===== src/rtl/frame_timer_ctrl.sv =====
// Frame timing controller: sequences a 5-bit flex counter to produce per-bit strobes.
// Optional mid-bit sample strobe is enabled by defining FRAME_TIMER_MIDBIT_EN.

module flex_5bitcounter (
    input  logic       clk,
    input  logic       n_rst,
    input  logic       clear,
    input  logic       count_enable,
    input  logic [4:0] rollover_val,
    output logic [4:0] count_out,
    output logic       rollover_flag
);

    logic [4:0] next_count;

    always_comb begin
        next_count = count_out + 5'd1;
        if (count_out == rollover_val) begin
            next_count = 5'd1;
        end
    end

    // Flag is registered from the next count so it coincides with count_out == rollover_val.
    always_ff @(posedge clk or negedge n_rst) begin
        if (!n_rst) begin
            count_out     <= '0;
            rollover_flag <= 1'b0;
        end else if (clear) begin
            count_out     <= '0;
            rollover_flag <= 1'b0;
        end else if (count_enable) begin
            count_out     <= next_count;
            rollover_flag <= (next_count == rollover_val);
        end
    end

endmodule

module frame_timer_ctrl (
    input  logic       clk,
    input  logic       n_rst,
    input  logic       start,
    input  logic       abort,
    input  logic [4:0] bit_period,
    input  logic [3:0] num_bits,
    output logic       busy,
    output logic       bit_strobe,
    output logic [3:0] bit_index,
    output logic       frame_done,
    output logic       sample_strobe
);

    typedef enum logic {
        IDLE  = 1'b0,
        COUNT = 1'b1
    } state_t;

    state_t     state;
    state_t     next_state;
    logic [4:0] period_r;
    logic [4:0] period_n;
    logic [3:0] nbits_r;
    logic [3:0] nbits_n;
    logic [3:0] index_n;
    logic [4:0] count_out;
    logic       rollover_flag;
    logic       cnt_clear;
    logic       cnt_enable;

    assign cnt_clear  = (state == IDLE);
    assign cnt_enable = (state == COUNT);

    flex_5bitcounter u_counter (
        .clk           (clk),
        .n_rst         (n_rst),
        .clear         (cnt_clear),
        .count_enable  (cnt_enable),
        .rollover_val  (period_r),
        .count_out     (count_out),
        .rollover_flag (rollover_flag)
    );

    always_ff @(posedge clk or negedge n_rst) begin
        if (!n_rst) begin
            state     <= IDLE;
            period_r  <= '0;
            nbits_r   <= '0;
            bit_index <= '0;
        end else begin
            state     <= next_state;
            period_r  <= period_n;
            nbits_r   <= nbits_n;
            bit_index <= index_n;
        end
    end

    always_comb begin
        next_state = state;
        period_n   = period_r;
        nbits_n    = nbits_r;
        index_n    = bit_index;
        busy       = 1'b0;
        bit_strobe = 1'b0;
        frame_done = 1'b0;
        case (state)
            IDLE: begin
                if (start && !abort) begin
                    period_n   = (bit_period < 5'd2) ? 5'd2 : bit_period;
                    nbits_n    = num_bits;
                    index_n    = '0;
                    next_state = COUNT;
                end
            end
            COUNT: begin
                busy       = 1'b1;
                bit_strobe = rollover_flag;
                // Abort wins over a coincident strobe: no frame_done, index left as is.
                if (abort) begin
                    next_state = IDLE;
                end else if (rollover_flag) begin
                    if (bit_index == nbits_r - 4'd1) begin
                        frame_done = 1'b1;
                        next_state = IDLE;
                    end else begin
                        index_n = bit_index + 4'd1;
                    end
                end
            end
            default: next_state = IDLE;
        endcase
    end

`ifdef FRAME_TIMER_MIDBIT_EN
    assign sample_strobe = (state == COUNT) && (count_out == {1'b0, period_r[4:1]});
`else
    logic unused_count;
    assign unused_count  = ^count_out;
    assign sample_strobe = 1'b0;
`endif

endmodule


===== config.mk =====
export PLATFORM = sky130hd
export DESIGN_NAME = frame_timer_ctrl
export DESIGN_NICKNAME = d
export VERILOG_FILES = /design/src/rtl/frame_timer_ctrl.sv
export SDC_FILE = /design/constraint.sdc
export NUM_CORES = 1
export LEC_CHECK = 0
export ABC_AREA = 1
export BUFFER_PORTS_ARGS = -buffer_cell sky130_fd_sc_hd__buf_2
export CORE_MARGIN = 2
export CORE_UTILIZATION = 46
export DETAILED_ROUTE_END_ITERATION = 6
export PLACE_DENSITY = 0.77
export SYNTH_ARGS = -nofsm -noshare
export SYNTH_HDL_FRONTEND = slang
export SYNTH_SLANG_ARGS = --single-unit
export TNS_END_PERCENT = 10

===== constraint.sdc =====
create_clock -name clk -period 1.5 [get_ports clk]
set_clock_uncertainty 0.15 [all_clocks]
set_input_delay 0.225 -clock clk [delete_from_list [all_inputs] [get_ports clk]]
set_output_delay 0.225 -clock clk [all_outputs]
set_load 0.1 [all_outputs]

==> summary.txt <==
Power
  • Sequential Power Share: 40.9%
  • Clk pwr share: 19.7%
  • Pwr/cell area: roughly 900 nW/um2
  • Switch share: 35.51%
  • Internal power: 0.001050 W
  • Lkg Pwr: ~0.90 nW
  • Worst VDD drop: 781.9 uV
  • Comb pwr share: 39.4%
  • Switching pwr: between 0.0005 and 0.0006 W

Synth
  • Register area share after synthesis: 41.58%
  • Mapped cell area: 1204 um2
  • Mapped Cells: 159
  • Post-synthesis mux area share: 1.871%
  • Synthesized flop and latch total: 20
  • Synth Area in Compound Gates: 6.341%
  • Simple-gate share of the synthesized area: 30.67%
  • Syn_nets: 175
  • Main combinational cell family by area after synthesis: simple AND/OR/NAND/NOR gates
  • Yosys warns: 0
  • Post-Synth XOR/XNOR Area: about 6.5%
  • Unique masters post-synth: 26
  • Syn avg cell area: around 7.6 um2
  • Adder-Cell Fraction of Synth Area: 3.119%

Drt
  • Post-route ant nets: 0
  • Routed len/inst: 14.25 um
  • Drt total wl: 3335 um
  • Drt pass-1 iters: 4
  • Met3 routed WL: 140 um
  • DR WL met2: 1799 um
  • DRT iter0 DRCs: 18
  • DRC Markers: 0
  • Post-DR vias/cell: 5.094
  • Max Used Layer: met4
  • Vias: 1192
  • Routed metal-1 wirelength: 1318 um

Timing
  • Min Hold Slack: 0.009808 ns
  • PnR worst setup slack: -0.7583 ns
  • Max Freq: ~0.44 GHz
  • Setup violators final: 10
  • Hold Vio Cnt, Final: 0
  • Slew Limit Fails: 0
  • RSZ-0062 raised after global routing: yes
  • Final min period: 2.258 ns
  • Final Cycle Share: 150.6%

Layout
  • FILL cells: 176
  • Antenna diodes: 0
  • Layout area overhead: 46.57%
  • Layout cell share with drive strength beyond 1: roughly 36%
  • Final nets: 221
  • Layout Cells excl Fill: 234
  • Most frequent cells in the layout: nand2_1 (37), inv_1 (21), buf_4 (17)
  • Commonest non-fill, non-tap cell in the layout: nand2_1

Setup path
  • Slowest cell delay on critical path: 0.42 ns
  • CP Buf/Inv Count: 2
  • Worst-path cell chain: inv_2 > ha_4 > xnor2_2 > a21oi_2 > nand4_1 > nor2_4 > buf_12
  • R2R setup slack: -0.54 ns
  • Crit path capture type: output pin
  • Critical path depth in cells: 7
  • WP data required: 1.12 ns
  • R2R cell count: 13
  • Slowest-stage cell, CP: dfrtp_1
  • CP max FO: 2
  • Arrival time at the worst endpoint: 1.88 ns
  • CP top delay family: flip-flops
  • CP startpoint kind: register
  • Setup CP Type: reg -> out

Run status
  • Failing checks: setup timing
  • Status: complete, but fails checks

Placed design
  • Place WS: -0.3732 ns
  • Routability Congestion: 0.7890
  • Port bufs: 19
  • Dpl hpwl: 2119 um
  • Placed cell count: 220

Min path
  • Hold depth: 3
  • Hold WC Path Type: in -> reg

GRT
  • Total GRT Usage: 23.43%
  • Pin count of the biggest net entering global routing: 23
  • Gr ovfl total: 0
  • Initial antenna violation count: 0
  • First-pass GRT wire length: 4933 um
  • Vias in the first global route: 1099

Die
  • CORE AREA: between 2000 and 2500 um2
  • I/O Pins: 21
  • Full die area: about 3000 um2
  • Die height: 55.16 um
  • Initial Util: between 40% and 50%
  • Die width: 55.16 um
  • # rows: 18

Clocking
  • CTS Sinks: 20
  • H-tree depth: 1
  • Clock buffer depth: 2
  • Root Buffer: clkbuf_4
  • Latest clock arrival within the worst-skew pair: 0.31 ns
  • Num CTS Buffers: 3
  • CTS tree: done
  • Reg clk slew, reported paths: roughly 0.12 ns

Flow run
  • Max-Cap Viols: 0
## metrics by stage
stage               util (%)  power [W]  setup TNS (ns)  instance area [um2]
floorplan                  -  0.0009863          -1.781                 1250
global placement       64.39   0.001143         -0.8975                 1595
detailed placement     64.39   0.001173          -1.260                 1595
CTS                    68.59   0.001551          -2.453                 1699
global route           71.21   0.001712          -4.013                 1764
finish                 71.21   0.001629          -3.238                 1764
## worst reg2reg max path, stage by stage (launching register included)
cell     delay, ns
dfrtp_1       0.42
inv_2         0.09
ha_4          0.21
xnor2_2       0.13
a21oi_2       0.15
buf_4         0.13
buf_4         0.09
buf_4         0.09
buf_4         0.09
nand3_2       0.09
nand2_4       0.12
nand2_1       0.06
nand2_1       0.06
nand2_1       0.05
## flip-flops by register name, indices dropped and copies added (netlist names)
register	cells
bit_index	4
cnt_enable	1
nbits_r	4
period_r	5
u_counter.count_out	5
u_counter.rollover_flag	1
## power by group through the flow
| stage | Sequential, W | Combinational [W] | Clock [W] |
|---|---|---|---|
| floorplan | 0.000690 | 0.000296 | 0 |
| global placement | 0.000662 | 0.000480 | 0 |
| detailed placement | 0.000671 | 0.000502 | 0 |
| CTS | 0.000660 | 0.000580 | 0.000311 |
| global route | 0.000672 | 0.000701 | 0.000339 |
| finish | 0.000667 | 0.000641 | 0.000320 |
## worst paths after layout
check / start / endpoint
worst min register to register: nbits_r[3]$_DFFE_PN0P_ / nbits_r[3]$_DFFE_PN0P_
worst min-delay path: bit_period[2] / period_r[2]$_DFFE_PN0P_
max in group asynchronous: n_rst / cnt_enable$_DFF_PN0_
worst max-delay path: nbits_r[1]$_DFFE_PN0P_ / frame_done
min in group asynchronous: n_rst / bit_index[3]$_DFFE_PN0P_
worst max register to register: nbits_r[1]$_DFFE_PN0P_ / bit_index[2]$_DFFE_PN0P_
## area by class of cell
type | instances | area (um2) | share of cell area, %
Clock buffer | 4 | 36.28 | 2.057
Inverter | 26 | 101.3 | 5.745
Multi-Input combinational cell | 110 | 649.4 | 36.81
Sequential cell | 20 | 516.7 | 29.29
Tap cell | 30 | 37.54 | 2.128
Timing Repair Buffer | 44 | 422.9 | 23.97
## cell usage after synthesis
master,count,area share (%)
nand2_1,38,12
inv_1,24,7.5
dfrtp_1,20,42
nor2_1,16,5.0
nand3_1,15,6.2
a21oi_1,5,2.1
xor2_1,5,3.6
o21ai_0,4,1.7
xnor2_1,4,2.9
ha_1,3,3.1
o21ai_1,3,1.2
buf_2,2,0.83
inv_2,2,0.62
mux2_2,2,1.9
nand2_2,2,1.0
nand2_4,2,1.9
nand4_1,2,1.0
nor3_1,2,0.83
a22oi_1,1,0.62
a31o_2,1,0.73
buf_4,1,0.62
conb_1,1,0.31
nand3_2,1,0.83
nor2_2,1,0.52
nor2_4,1,0.94
or2_0,1,0.52
## routing by layer
metal  vias to the layer above  GRT usage (%)
li1                        585              -
met1                       558          30.86
met3                        10          4.839
met2                        39          38.10
met5                         -              0
met4                         0          8.537
## cell families (layout without fill, tap and decap cells)
group           after synthesis  after routing
xor+xnor                      9              9
compound gates               14             14
flops                        20             20
mux                           2              2
buf+inv                      29             74
fa+ha+maj                     3              3
simple gates                 81             81
other cells                   1              1
## timing repair
action                                  4_1_cts  5_1_grt
endpoints found under the hold margin        20        2
resized for setup                             6        6
buffers inserted                              4        3
endpoints found under the setup margin       11       14
hold buffers                                  1        2
pin swaps                                     2        6
(Power assumes the default switching activity.)
